===== src/rtl/tf330_arb_pkg.sv =====
// tf330_arb_pkg: shared state encoding and bus-owner codes for the TF330 bus arbiter
package tf330_arb_pkg;
   typedef enum logic [2:0] {
      ST_IDLE    = 3'd0,
      ST_REQ     = 3'd1,
      ST_GRANT   = 3'd2,
      ST_OWNED   = 3'd3,
      ST_RELEASE = 3'd4
   } arb_state_t;
   localparam logic [1:0] OWN_CPU = 2'b00;
   localparam logic [1:0] OWN_MB  = 2'b01;
   localparam logic [1:0] OWN_EXP = 2'b10;
endpackage


===== src/rtl/tf_sync.sv =====
// tf_sync: STAGES-deep flop synchroniser for one asynchronous, idle-high input
module tf_sync #(
   parameter int STAGES = 2
) (
   input  logic clk,
   input  logic rst,
   input  logic d_i,
   output logic q_o
);
   logic [STAGES-1:0] sync_q;
   always_ff @(posedge clk) begin
      if (rst) sync_q <= '1;
      else     sync_q <= (sync_q << 1) | STAGES'(d_i);
   end
   assign q_o = sync_q[STAGES-1];
endmodule


===== src/rtl/tf330_bus_arbiter.sv =====
// tf330_bus_arbiter: hands the 68030 bus to the motherboard or expansion DMA master,
// one tenure at a time, and gives it back to the CPU for CPU_HOLD cycles in between.
module tf330_bus_arbiter
   import tf330_arb_pkg::*;
#(
   parameter int SYNC_STAGES   = 2,
   parameter int GRANT_TIMEOUT = 255,
   parameter int CPU_HOLD      = 4
) (
   input  logic       CLKCPU,
   input  logic       RESET,
   input  logic       BR20,
   input  logic       BGACK20,
   input  logic       EXP_BR,
   input  logic       EXP_BGACK,
   input  logic       BG30,
   input  logic       AS30,
   output logic       BR30,
   output logic       BGACK30,
   output logic       BG20,
   output logic       EXP_BG,
   output logic [1:0] OWNER,
   output logic       GRANT_TO
);
   localparam int TW = $clog2(GRANT_TIMEOUT + 1);
   localparam int HW = $clog2(CPU_HOLD + 2);
   logic [5:0] raw, syn;
   logic br20_s, bgack20_s, exp_br_s, exp_bgack_s, bg30_s, as30_s;
   assign raw = {BR20, BGACK20, EXP_BR, EXP_BGACK, BG30, AS30};
   for (genvar i = 0; i < 6; i++) begin : g_sync
      tf_sync #(.STAGES(SYNC_STAGES)) u_sync (
         .clk(CLKCPU),
         .rst(RESET),
         .d_i(raw[i]),
         .q_o(syn[i])
      );
   end
   assign {br20_s, bgack20_s, exp_br_s, exp_bgack_s, bg30_s, as30_s} = syn;
   arb_state_t    state_q, state_d;
   logic          win_q, win_d;
   logic          last_q, last_d;
   logic [HW-1:0] hold_q, hold_d;
   logic [TW-1:0] to_q, to_d;
   logic          gto_q, gto_d;
   logic          win_br, win_bgack;
   // win/last: 0 = motherboard, 1 = expansion
   assign win_br    = win_q ? exp_br_s : br20_s;
   assign win_bgack = win_q ? exp_bgack_s : bgack20_s;
   always_comb begin
      state_d = state_q;
      win_d   = win_q;
      last_d  = last_q;
      hold_d  = hold_q;
      to_d    = to_q;
      gto_d   = 1'b0;
      unique case (state_q)
         ST_IDLE: begin
            if (hold_q != '0) hold_d = hold_q - 1'b1;
            else if (!br20_s || !exp_br_s) begin
               win_d   = (!br20_s && !exp_br_s) ? !last_q : br20_s;
               state_d = ST_REQ;
            end
         end
         ST_REQ: begin
            if (win_br) state_d = ST_IDLE;
            else if (!bg30_s && as30_s) begin
               to_d    = '0;
               state_d = ST_GRANT;
            end
         end
         ST_GRANT: begin
            if (!win_bgack) state_d = ST_OWNED;
            else if (to_q == TW'(GRANT_TIMEOUT - 1)) begin
               gto_d   = 1'b1;
               state_d = ST_RELEASE;
            end else to_d = to_q + 1'b1;
         end
         ST_OWNED: state_d = win_bgack ? ST_RELEASE : ST_OWNED;
         ST_RELEASE: begin
            last_d  = win_q;
            hold_d  = HW'(CPU_HOLD);
            state_d = ST_IDLE;
         end
         default: state_d = ST_IDLE;
      endcase
   end
   always_ff @(posedge CLKCPU) begin
      if (RESET) begin
         state_q <= ST_IDLE;
         win_q   <= 1'b0;
         last_q  <= 1'b1;
         hold_q  <= '0;
         to_q    <= '0;
         gto_q   <= 1'b0;
      end else begin
         state_q <= state_d;
         win_q   <= win_d;
         last_q  <= last_d;
         hold_q  <= hold_d;
         to_q    <= to_d;
         gto_q   <= gto_d;
      end
   end
   assign BR30     = !(state_q == ST_REQ || state_q == ST_GRANT);
   assign BGACK30  = !(state_q == ST_GRANT || state_q == ST_OWNED);
   assign BG20     = !(state_q == ST_GRANT && !win_q);
   assign EXP_BG   = !(state_q == ST_GRANT && win_q);
   assign OWNER    = (state_q == ST_GRANT || state_q == ST_OWNED) ? (win_q ? OWN_EXP : OWN_MB) : OWN_CPU;
   assign GRANT_TO = gto_q;
endmodule


===== config.mk =====
export PLATFORM = sky130hd
export DESIGN_NAME = tf330_bus_arbiter
export DESIGN_NICKNAME = d
export VERILOG_FILES = /design/src/rtl/tf330_arb_pkg.sv /design/src/rtl/tf_sync.sv /design/src/rtl/tf330_bus_arbiter.sv
export SDC_FILE = /design/constraint.sdc
export NUM_CORES = 1
export LEC_CHECK = 0
export BUFFER_PORTS_ARGS = -buffer_cell sky130_fd_sc_hd__buf_2
export CAP_MARGIN = 20
export CORE_AREA = 2 2 53 55
export CTS_CLUSTER_DIAMETER = 100
export DETAILED_ROUTE_END_ITERATION = 7
export DIE_AREA = 0 0 55 57
export PLACE_DENSITY = 0.73
export SYNTH_ARGS = -nofsm -noshare
export SYNTH_HDL_FRONTEND = slang
export SYNTH_HIERARCHICAL = 1
export SYNTH_SLANG_ARGS = --single-unit

===== constraint.sdc =====
create_clock -name CLKCPU -period 3.14 [get_ports CLKCPU]
set_input_delay 0.628 -clock CLKCPU [delete_from_list [all_inputs] [get_ports CLKCPU]]
set_output_delay 0.628 -clock CLKCPU [all_outputs]
set_load 0.02 [all_outputs]

# [Word-level counts from Yosys, hierarchy flattened]
# Index checks and enable logic that the tools add are counted.
[classes] multipliers=0 muxes=21 bitwise_logic=9 n_shift=0 n_lt_le_gt_ge=0 n_reduce_logical=25 n_eq_ne=14 addsub=2 n_div=0
[op_table] cell="2-to-1 mux 8 bit" n=4
[op_table] cell="2-to-1 mux 3 bit" n=8
[op_table] cell="case mux 8 bit (2 select lines)" n=1
[op_table] cell="inequality test 2 bit (second input constant)" n=7
[op_table] cell="OR 2 x 1 -> 2 bit" n=6
[op_table] cell="case mux 3 bit (4 select lines)" n=1
[op_table] cell="zero test 1 bit" n=9
[op_table] cell="adder 8 x 1 -> 8 bit (second input constant)" n=1
[op_table] cell="== test 8 bit (second input constant)" n=1
[op_table] cell="== test 3 x 2 -> 1 bit (second input constant)" n=2
[op_table] cell="inequality test 3 bit (second input constant)" n=2
[op_table] cell="case mux 3 bit (2 select lines)" n=1
[op_table] cell="AND reduction 5 bit" n=1
[op_table] cell="logical AND 1 bit" n=4
[op_table] cell="2-to-1 mux 1 bit" n=4
[op_table] cell="2-to-1 mux 2 bit" n=2
[op_table] cell="AND reduction 4 bit" n=1
[op_table] cell="nonzero test 2 bit" n=2
[op_table] cell="== test 3 x 1 -> 1 bit (second input constant)" n=1
[op_table] cell="== test 3 bit (second input constant)" n=1
[op_table] cell="zero test 3 bit" n=1
[op_table] cell="logical OR 1 bit" n=3
[op_table] cell="NOT 1 bit" n=3
[op_table] cell="AND reduction 3 bit" n=1
[op_table] cell="4 further kinds" n=4
[word_totals] latchBits=0 mem_bits_ro=0 ff_bits=29 ramBits=0 n_memories=0

# [Depth between registers and ports, before layout]
# Gate-level depths: netlist (run 1).
[depth] word_depth=5 depth_mapped=6 depth_no_buf=6

# [Cells and area by module]
# Netlist (run 1), hierarchy kept.
[by_module_without_submodules] mod="tf330_bus_arbiter" n_inst=1 cells_each=124 area_each_um2=1053.5
[by_module_without_submodules] mod="tf_sync" n_inst=6 cells_each=4 area_each_um2=52.6

# [Least setup slack after synthesis (run 1)]
# Ideal clock, no wire load.
[synth_timing] path_type="register -> register" from="reg state_q[0]" to="reg to_q[0]" path_buffers=2 slack_ns=1.321 arrival_time_ns=1.698 path_stages_with_launch=7 path_cell_list="dfxtp_1 -> buf_6 -> or3b_1 -> buf_6 -> a41o_4 -> a21oi_1 -> mux2_2"
[synth_via] elab_chain_cells=3 elab_cells_between_ends=9
[synth_lines] item="start, declared" line="tf330_bus_arbiter.sv:39" text="arb_state_t state_q, state_d;"
[synth_lines] item="start signal, assigned" line="tf330_bus_arbiter.sv:96" text="state_q <= state_d;"
[synth_lines] item="== test 3 x 2 -> 1 bit / == test 3 x 1 -> 1 bit (equally long branches)" line="tf330_bus_arbiter.sv:56" text="unique case (state_q)"
[synth_lines] item="inequality test 2 bit (no line) / nonzero test 2 bit (equally long branches)"
[synth_lines] item="AND reduction 5 bit (no line)"
[synth_lines] item="end signal, assigned" line="tf330_bus_arbiter.sv:100" text="to_q <= to_d;"
[synth_lines] item="end, declared" line="tf330_bus_arbiter.sv:43" text="logic [TW-1:0] to_q, to_d;"
# Parallel ways exist; a longest one is shown, timed or not.
# A chain may end at the register's enable or synchronous reset.

# [Final worst setup path (run 1)]
[layout_timing] from="reg state_q[1]" to="out BG20"
[layout_via] elab_chain_cells=3
[layout_lines] item="== test 3 x 2 -> 1 bit" line="tf330_bus_arbiter.sv:106" text="assign BG20 = !(state_q == ST_GRANT && !win_q);"
[layout_lines] item="logical AND 1 bit" line="tf330_bus_arbiter.sv:106"
[layout_lines] item="zero test 1 bit" line="tf330_bus_arbiter.sv:106"
[layout_lines] item="end, declared" line="tf330_bus_arbiter.sv:20" text="output logic BG20,"
# Every way passes these cells.

==> results of run 1 <==
[final cells by class]
type / count / area, µm²
fillers: 242 / 1120
multi-input cells: 105 / 718
flip-flops and latches: 29 / 581
repair buffers: 14 / 70.1
clock buffers: 6 / 51.3
well taps: 31 / 38.8
inverters: 8 / 30.0
clock inverters: 1 / 7.51
[worst paths after layout]
path	from	cells past startpoint	end	slack [ns]
max	state_q[1]	3	BG20	0.92
min	g_sync[5].u_sync/sync_q[0]	1	g_sync[5].u_sync/sync_q[1]	0.40
max reg2reg	state_q[1]	4	to_q[1]	1.17
min reg2reg	g_sync[5].u_sync/sync_q[0]	1	g_sync[5].u_sync/sync_q[1]	0.40
[registers in the layout (all words and copies together) (netlist names)]
| signal | flops |
|---|---|
| g_sync.u_sync/sync_q | 12 |
| to_q | 8 |
| hold_q | 3 |
| state_q | 3 |
| GRANT_TO | 1 |
| last_q | 1 |
| win_q | 1 |
[cell usage in the layout (no fill, tap or decap), types with 5 or more instances in the layout]
| cell | instances |
|---|---|
| nor2_1 | 13 |
| a21oi_1 | 5 |
| nand2_1 | 8 |
| clkbuf_4 | 5 |
| nand3_1 | 5 |
| inv_1 | 8 |
| buf_2 | 14 |
| nand2b_1 | 6 |
| or2_1 | 12 |
| dfxtp_1 | 29 |
[worst reg2reg max path, cell delays in order, from the launching register on]
cell,delay (ns)
dfxtp_1,0.45
or3b_1,0.52
a41o_4,0.33
a21oi_1,0.21
mux2_2,0.35
[metal layers]
| metal | share of wire, % | routed length, µm | vias up | GRT usage, % |
|---|---|---|---|---|
| met5 | 0 | 0 | - | 0 |
| met2 | 45 | 1100 | 33 | 26.9 |
| met4 | 2.6 | 63 | 0 | 11.5 |
| li1 | - | - | 562 | - |
| met3 | 6.3 | 156 | 5 | 8.64 |
| met1 | 46 | 1140 | 485 | 23.1 |
[power by group through the flow]
| stage | sequential (mW) | clock, mW | combinational, mW |
|---|---|---|---|
| final | 0.418 | 0.236 | 0.187 |
| after global routing | 0.423 | 0.258 | 0.214 |
| after CTS | 0.418 | 0.243 | 0.188 |
| after detailed placement | 0.426 | 0 | 0.187 |
| after global placement | 0.424 | 0 | 0.176 |
| after floorplan | 0.417 | 0 | 0.165 |
[through the flow]
step	util [%]	hold WS (ns)	setup WS [ns]	total power, mW
2_1_floorplan	-	0.383	1.32	0.582
3_3_place_gp	55.0	0.386	1.25	0.600
3_5_place_dp	55.0	0.390	1.21	0.613
4_1_cts	57.2	0.408	0.920	0.848
5_1_grt	57.2	0.419	0.833	0.894
6_report	57.2	0.397	0.922	0.840
[logic make-up after synthesis]
family	count (synthesis)
AO/OA/AOI/OAI	27
XOR/XNOR	1
adder cells (fa/ha/maj)	4
buffers and inverters	14
flip-flops	29
multiplexers	7
AND/OR/NAND/NOR	66
[cell usage after synthesis, drive strengths merged (2+ instances only)]
cell,instances
o22ai,2
nor3,4
a21oi,5
or2,12
and3,3
nand2,8
dfxtp,29
nor4,2
a211o,2
or4,2
clkbuf,2
inv,8
buf,4
ha,4
nand3,5
mux2i,4
nand2b,6
a211oi,4
or3b,2
a221oi,3
nor2,13
mux2,3
nor2b,3
o32ai,3
o21ai,2
nor3b,2
==> flow_metrics.py, run 1 <==
metrics = {
    "run_status": {
        "status": "finished, final reports clean",
    },
    "grt": {
        "grt_pass1_wl_mm": 4.11,
        "grt_pass1_vias": 964,
        "grt_max_degree": 36,
        "grt_util_all_layers_pct": 19.0,
        "grt-ovfl-total": 0,
        "antenna_found_initial": 0,
    },
    "power_and_ir_drop": {
        "comb_power_share_pct": 22.2,
        "intPower_mw": 0.591,
        "switchingPower_mw": 0.249,
        "power_frac_seq_pct": 49.7,
        "power_density_nw_per_um2": 562,
        "p_leak_nw": 0.561,
        "vdd_ir_drop_max_mv": 0.393,
        "p_clk_share_pct": 28.1,
        "swShare_pct": 29.6,
    },
    "floorplanning": {
        "die_area_um2": 3140,
        "num_io_pins": 15,
        "die_h_um": 57,
        "rows": 19,
        "start_util_pct": 52.3,
        "die_width_um": 55,
        "coreArea_um2": 2620,
    },
    "routing": {
        "wirelength_mm": 2.47,
        "first_pass_iters": 4,
        "wire_per_inst_um": 12.7,
        "drcViolationCount": 0,
        "drtIter0Drc": 36,
        "drtAntennaViolNets": 0,
        "vias": 1085,
        "vias_per_cell": 5.59,
    },
    "synth": {
        "yosysSeqAreaShare_pct": 42.4,
        "netlist.area_leader.share_pct": 42.4,
        "netlist-cell-type-count": 40,
        "syn-cell-area_um2": 1370,
        "synth_fa_ha_area_share_pct": 3.66,
        "syn_nets": 160,
        "synthXorXnorAreaFrac_pct": 0.640,
        "synth_compound_area_share_pct": 15.7,
        "synth_edf_count": 0,
        "netlist_instances": 148,
        "synthFlopType": "dfxtp_1",
        "synth-simple-area-share_pct": 27.1,
        "synthArstFlopShare_pct": 0,
        "synth.largest_area_cell": "dfxtp_1",
        "synth_top_family_by_area": "simple AND/OR/NAND/NOR gates",
        "yosysWarnings": 6,
        "synth_mux_area_share_pct": 5.39,
        "ys_ff_latch": 29,
        "synthTopCellsByArea": "dfxtp_1, or2_1, ha_1, nor2_1, mux2i_1",
        "syn_avg_cell_area_um2": 9.25,
    },
    "critical_path": {
        "cp_slowest_cell": "nor3b_2",
        "worstPathCellList": "nor3b_2 -> nand2_1 -> buf_2",
        "crit_fanout": 8,
        "criticalPathCategory": "register to output pin",
        "endpoint_kind": "output pin",
        "startpoint_type": "register",
        "path_delay_family": "simple AND/OR/NAND/NOR gates",
        "cp.required_ns": 2.51,
        "cp_num_buf_inv": 1,
        "slowest_delay_ns": 0.51,
        "arrival_ns": 1.59,
    },
    "sta": {
        "worst_pin_slew_ns": 0.568,
        "clock_skew_ns": 0.0117,
        "final.setup.tns_ns": 0,
        "fin_crit_ns": 2.22,
        "slew_violations": 0,
        "fmax_ghz": 0.451,
        "max_slew_margin_pct": 61.9,
        "grt_setup_unrepaired": "no",
        "finalHoldViolCount": 0,
        "setup_violations": 0,
        "period_share_pct": 70.6,
    },
    "cells_and_area": {
        "fin_area_um2": 1500,
        "fin_nets": 175,
        "drive_gt1_share_pct": 16.6,
        "syn_to_final_growth_pct": 9.32,
        "num_antenna_cells": 0,
        "fin_cells": 194,
    },
    "placement": {
        "dp_cells": 187,
        "dpl_cell_area_um2": 1440,
        "gp_congestion": 0.780,
        "dp_hpwl_mm": 1.71,
        "io_buffer_count": 14,
    },
    "min_path": {
        "hp-class": "register to register",
    },
    "clock_network": {
        "post_cts_buffers": 0,
        "htreeDepth": 2,
        "clk_pin_slew_worst_paths_ns": 0.10,
        "clk_path_buf_depth": 2,
        "ctsHoldBuffers": 0,
        "cts_resized": 0,
        "numCtsBuffers": 5,
        "clock_latency_ns": 0.34,
        "cts_tree": "yes",
        "clock_sinks": 29,
        "cts_root_buffer": "clkbuf_4",
    },
    "job": {
        "cap_violations": 0,
    },
}
Note: power is estimated with default switching activity, not from simulation.
==> run 2, diff against run 1 <==
--- a/config.mk
+++ b/config.mk
@@ -5,13 +5,14 @@
 export SDC_FILE = /design/constraint.sdc
 export NUM_CORES = 1
 export LEC_CHECK = 0
+export ABC_AREA = 1
 export BUFFER_PORTS_ARGS = -buffer_cell sky130_fd_sc_hd__buf_2
 export CAP_MARGIN = 20
-export CORE_AREA = 2 2 53 55
+export CORE_AREA = 2 2 57 59
 export CTS_CLUSTER_DIAMETER = 100
 export DETAILED_ROUTE_END_ITERATION = 7
-export DIE_AREA = 0 0 55 57
-export PLACE_DENSITY = 0.73
+export DIE_AREA = 0 0 59 61
+export PLACE_DENSITY = 0.72
 export SYNTH_ARGS = -nofsm -noshare
 export SYNTH_HDL_FRONTEND = slang
 export SYNTH_HIERARCHICAL = 1
==> constraint.sdc (replaced) <==
create_clock -name CLKCPU -period 2.01 [get_ports CLKCPU]
set_input_delay 0.402 -clock CLKCPU [delete_from_list [all_inputs] [get_ports CLKCPU]]
set_output_delay 0.402 -clock CLKCPU [all_outputs]
set_load 0.02 [all_outputs]
==> run 2 against run 1 <==
  * Sequential power is 84% higher
  * Sequential share of layout area decreased by 4.3 points
  * Clock power rose by 72%
  * Synthesized area grew 10%
  * Critical path type unchanged
  * Hold slack lost 0.15 ns
  * First-iteration DRC count rose by 140%
  * Highest routed layer unchanged
  * Via count rose by 21%
  * Clock-buffer cell count up 1
  * Cell count rose by 43%
  * Global-route usage is 1.2 points lower
  * Final area rose by 12%
==> flow_metrics.py, run 2 <==
metrics = {
    "run_status": {
        "status": "finished, final reports clean",
    },
    "clock_network": {
        "post_cts_buffers": 0,
        "cts_root_buffer": "clkbuf_4",
        "htreeDepth": 2,
        "clk_pin_slew_worst_paths_ns": 0.09,
        "numCtsBuffers": 5,
        "clock_latency_ns": 0.33,
        "cts_resized": 0,
        "ctsHoldBuffers": 0,
        "clk_path_buf_depth": 2,
        "clock_sinks": 29,
        "cts_tree": "yes",
    },
    "grt": {
        "grt_pass1_wl_mm": 4.66,
        "grt_max_degree": 15,
        "antenna_found_initial": 0,
        "grt-ovfl-total": 0,
        "grt.met3_usage_pct": 7.04,
        "grt_pass1_vias": 1075,
        "globalRoute.busiestLayer": "met2",
        "met2_usage_pct": 26.2,
        "met1_usage_pct": 23.5,
        "grt_util_all_layers_pct": 17.8,
    },
    "critical_path": {
        "startpoint_type": "register",
        "cp.required_ns": 1.61,
        "criticalPathCategory": "register to output pin",
        "worstReg2RegEnd": "to_q[4]",
        "endpoint": "OWNER[0]",
        "crit_start": "state_q[1]",
        "r2r_cells": 11,
        "endpoint_kind": "output pin",
        "arrival_ns": 1.34,
        "r2r_start": "to_q[0]",
        "rrSetupSlack_ns": 0.62,
        "crit_fanout": 4,
    },
    "cells_and_area": {
        "fin_nets": 255,
        "layout_common_cells": "nand2_1, inv_1, nor2_1, dfxtp_1",
        "regMostFlops": "g_sync.u_sync/sync_q",
        "syn_to_final_growth_pct": 11.8,
        "num_antenna_cells": 0,
        "finalCoreUtilization_pct": 57.0,
        "fill_cells": 300,
        "drive_gt1_share_pct": 18.9,
        "largest_reg_flops": 12,
        "largestRegisters": "g_sync.u_sync/sync_q (12), to_q (8)",
        "mostFrequentLayoutCell": "nand2_1",
    },
    "synth": {
        "synthArstFlopShare_pct": 0,
        "synthFlopType": "dfxtp_1",
        "netlist-cell-type-count": 26,
        "netlist.area_leader.share_pct": 38.6,
        "yosysMostFrequentCell": "nand2_1",
        "yosysWarnings": 6,
        "synth.largest_area_cell": "dfxtp_1",
        "synthTopCellsByArea": "dfxtp_1, nand2_1, inv_1, nor2_1, nand3_1",
        "synth_edf_count": 0,
        "ys_ff_latch": 29,
        "syn-cell-area_um2": 1510,
        "netlist_instances": 223,
        "syn_nets": 235,
        "syn_avg_cell_area_um2": 6.75,
        "yosysSeqAreaShare_pct": 38.6,
        "yosys-top-cells-count": "nand2_1, inv_1, nor2_1",
    },
    "power_and_ir_drop": {
        "p_leak_nw": 0.861,
        "vdd_ir_drop_max_mv": 0.602,
        "power_density_nw_per_um2": 1260,
    },
    "routing": {
        "drcViolationCount": 0,
        "wirelength_mm": 2.73,
        "first_pass_iters": 4,
        "vias_per_cell": 4.73,
        "vias": 1311,
        "wire_per_inst_um": 9.87,
        "drtIter0Drc": 88,
        "drtAntennaViolNets": 0,
    },
    "sta": {
        "fmax_ghz": 0.575,
        "final.setup.tns_ns": 0,
        "grt_setup_unrepaired": "no",
        "fin_crit_ns": 1.74,
        "worst_pin_slew_ns": 0.292,
        "period_share_pct": 86.6,
        "setup_violations": 0,
        "finalHoldViolCount": 0,
        "slew_violations": 0,
        "clock_skew_ns": 0.0105,
        "max_slew_margin_pct": 80.4,
    },
    "floorplanning": {
        "die_h_um": 61,
        "num_io_pins": 15,
        "die_area_um2": 3600,
        "coreArea_um2": 2950,
        "rows": 20,
        "die_width_um": 59,
        "start_util_pct": 51.0,
    },
    "placement": {
        "dp_hpwl_mm": 2.01,
        "gp_congestion": 0.826,
        "io_buffer_count": 14,
    },
    "min_path": {
        "hp-class": "input port to register",
    },
    "job": {
        "cap_violations": 0,
    },
}
==> run 2: cell types whose count changed after synthesis, moves of 4 or more <==
cell | before | now
mux2i_1 | 4 | 0
inv_2 | 0 | 4
nor2_1 | 13 | 31
a211oi_1 | 4 | 0
nand2_2 | 0 | 5
nand2_1 | 8 | 57
nand2b_1 | 6 | 0
or2_1 | 12 | 0
nand3_1 | 5 | 14
a21oi_1 | 5 | 10
inv_1 | 8 | 41
nand2_4 | 0 | 4
==> run 2: cells by family (layout without fill, tap and decap cells) <==
kind of cell | after synthesis | count (layout) | synth area share, %
compound gates | 16 | 16 | 5.99
fa+ha+maj | 4 | 4 | 3.33
buf+inv | 48 | 69 | 12.1
flops | 29 | 29 | 38.6
simple gates | 126 | 126 | 40.0
==> run 2: final cells by class <==
type | instances | area, µm² | area share [%]
clock buffers | 7 | 65.1 | 3.87
clock inverters | 1 | 5.00 | 0.297
inverters | 47 | 179 | 10.6
multi-input cells | 146 | 742 | 44.1
flip-flops and latches | 29 | 581 | 34.5
well taps | 33 | 41.3 | 2.45
repair buffers | 14 | 70.1 | 4.16
==> run 2: worst min path at each step <==
stage          depth (start not counted)                  startpoint                          to  slack [ns]
6_report                               3                     BGACK20  g_sync[4].u_sync/sync_q[0]        0.25
4_1_cts                                3                     BGACK20  g_sync[4].u_sync/sync_q[0]        0.23
2_1_floorplan                          2  g_sync[0].u_sync/sync_q[0]  g_sync[0].u_sync/sync_q[1]        0.39
5_1_grt                                3                   EXP_BGACK  g_sync[2].u_sync/sync_q[0]        0.21
3_5_place_dp                           2  g_sync[2].u_sync/sync_q[0]  g_sync[2].u_sync/sync_q[1]        0.40
3_3_place_gp                           2  g_sync[3].u_sync/sync_q[0]  g_sync[3].u_sync/sync_q[1]        0.39
==> run 2: metal layers <==
layer / wire length [µm] / share of wire [%]
met4: 24 / 0.88
met3: 115 / 4.2
met5: 0 / 0
met1: 1370 / 50
met2: 1220 / 45
==> run 2: stage by stage <==
stage	setup WS (ns)	hold WS [ns]	instance area [µm²]	std cells	power (mW)
6_report	0.270	0.246	1680	277	2.12
5_1_grt	0.0947	0.214	1680	277	2.30
4_1_cts	0.251	0.226	1680	277	2.13
3_5_place_dp	0.630	0.396	1610	269	1.72
3_3_place_gp	0.630	0.390	1610	269	1.71
2_1_floorplan	0.567	0.387	1510	223	1.52
==> run 2: worst max-delay path, cell delays in order (launching register included) <==
cell and delay [ns]:
dfxtp_1 0.42, inv_1 0.06, nor2_1 0.18, inv_1 0.11, nor2_1 0.08, buf_2 0.16
==> run 2: power by group <==
group	internal (mW)	switching [mW]	leakage (nW)
sequential	0.679	0.0917	0.238
clock	0.203	0.203	0.0413
combinational	0.321	0.620	0.582
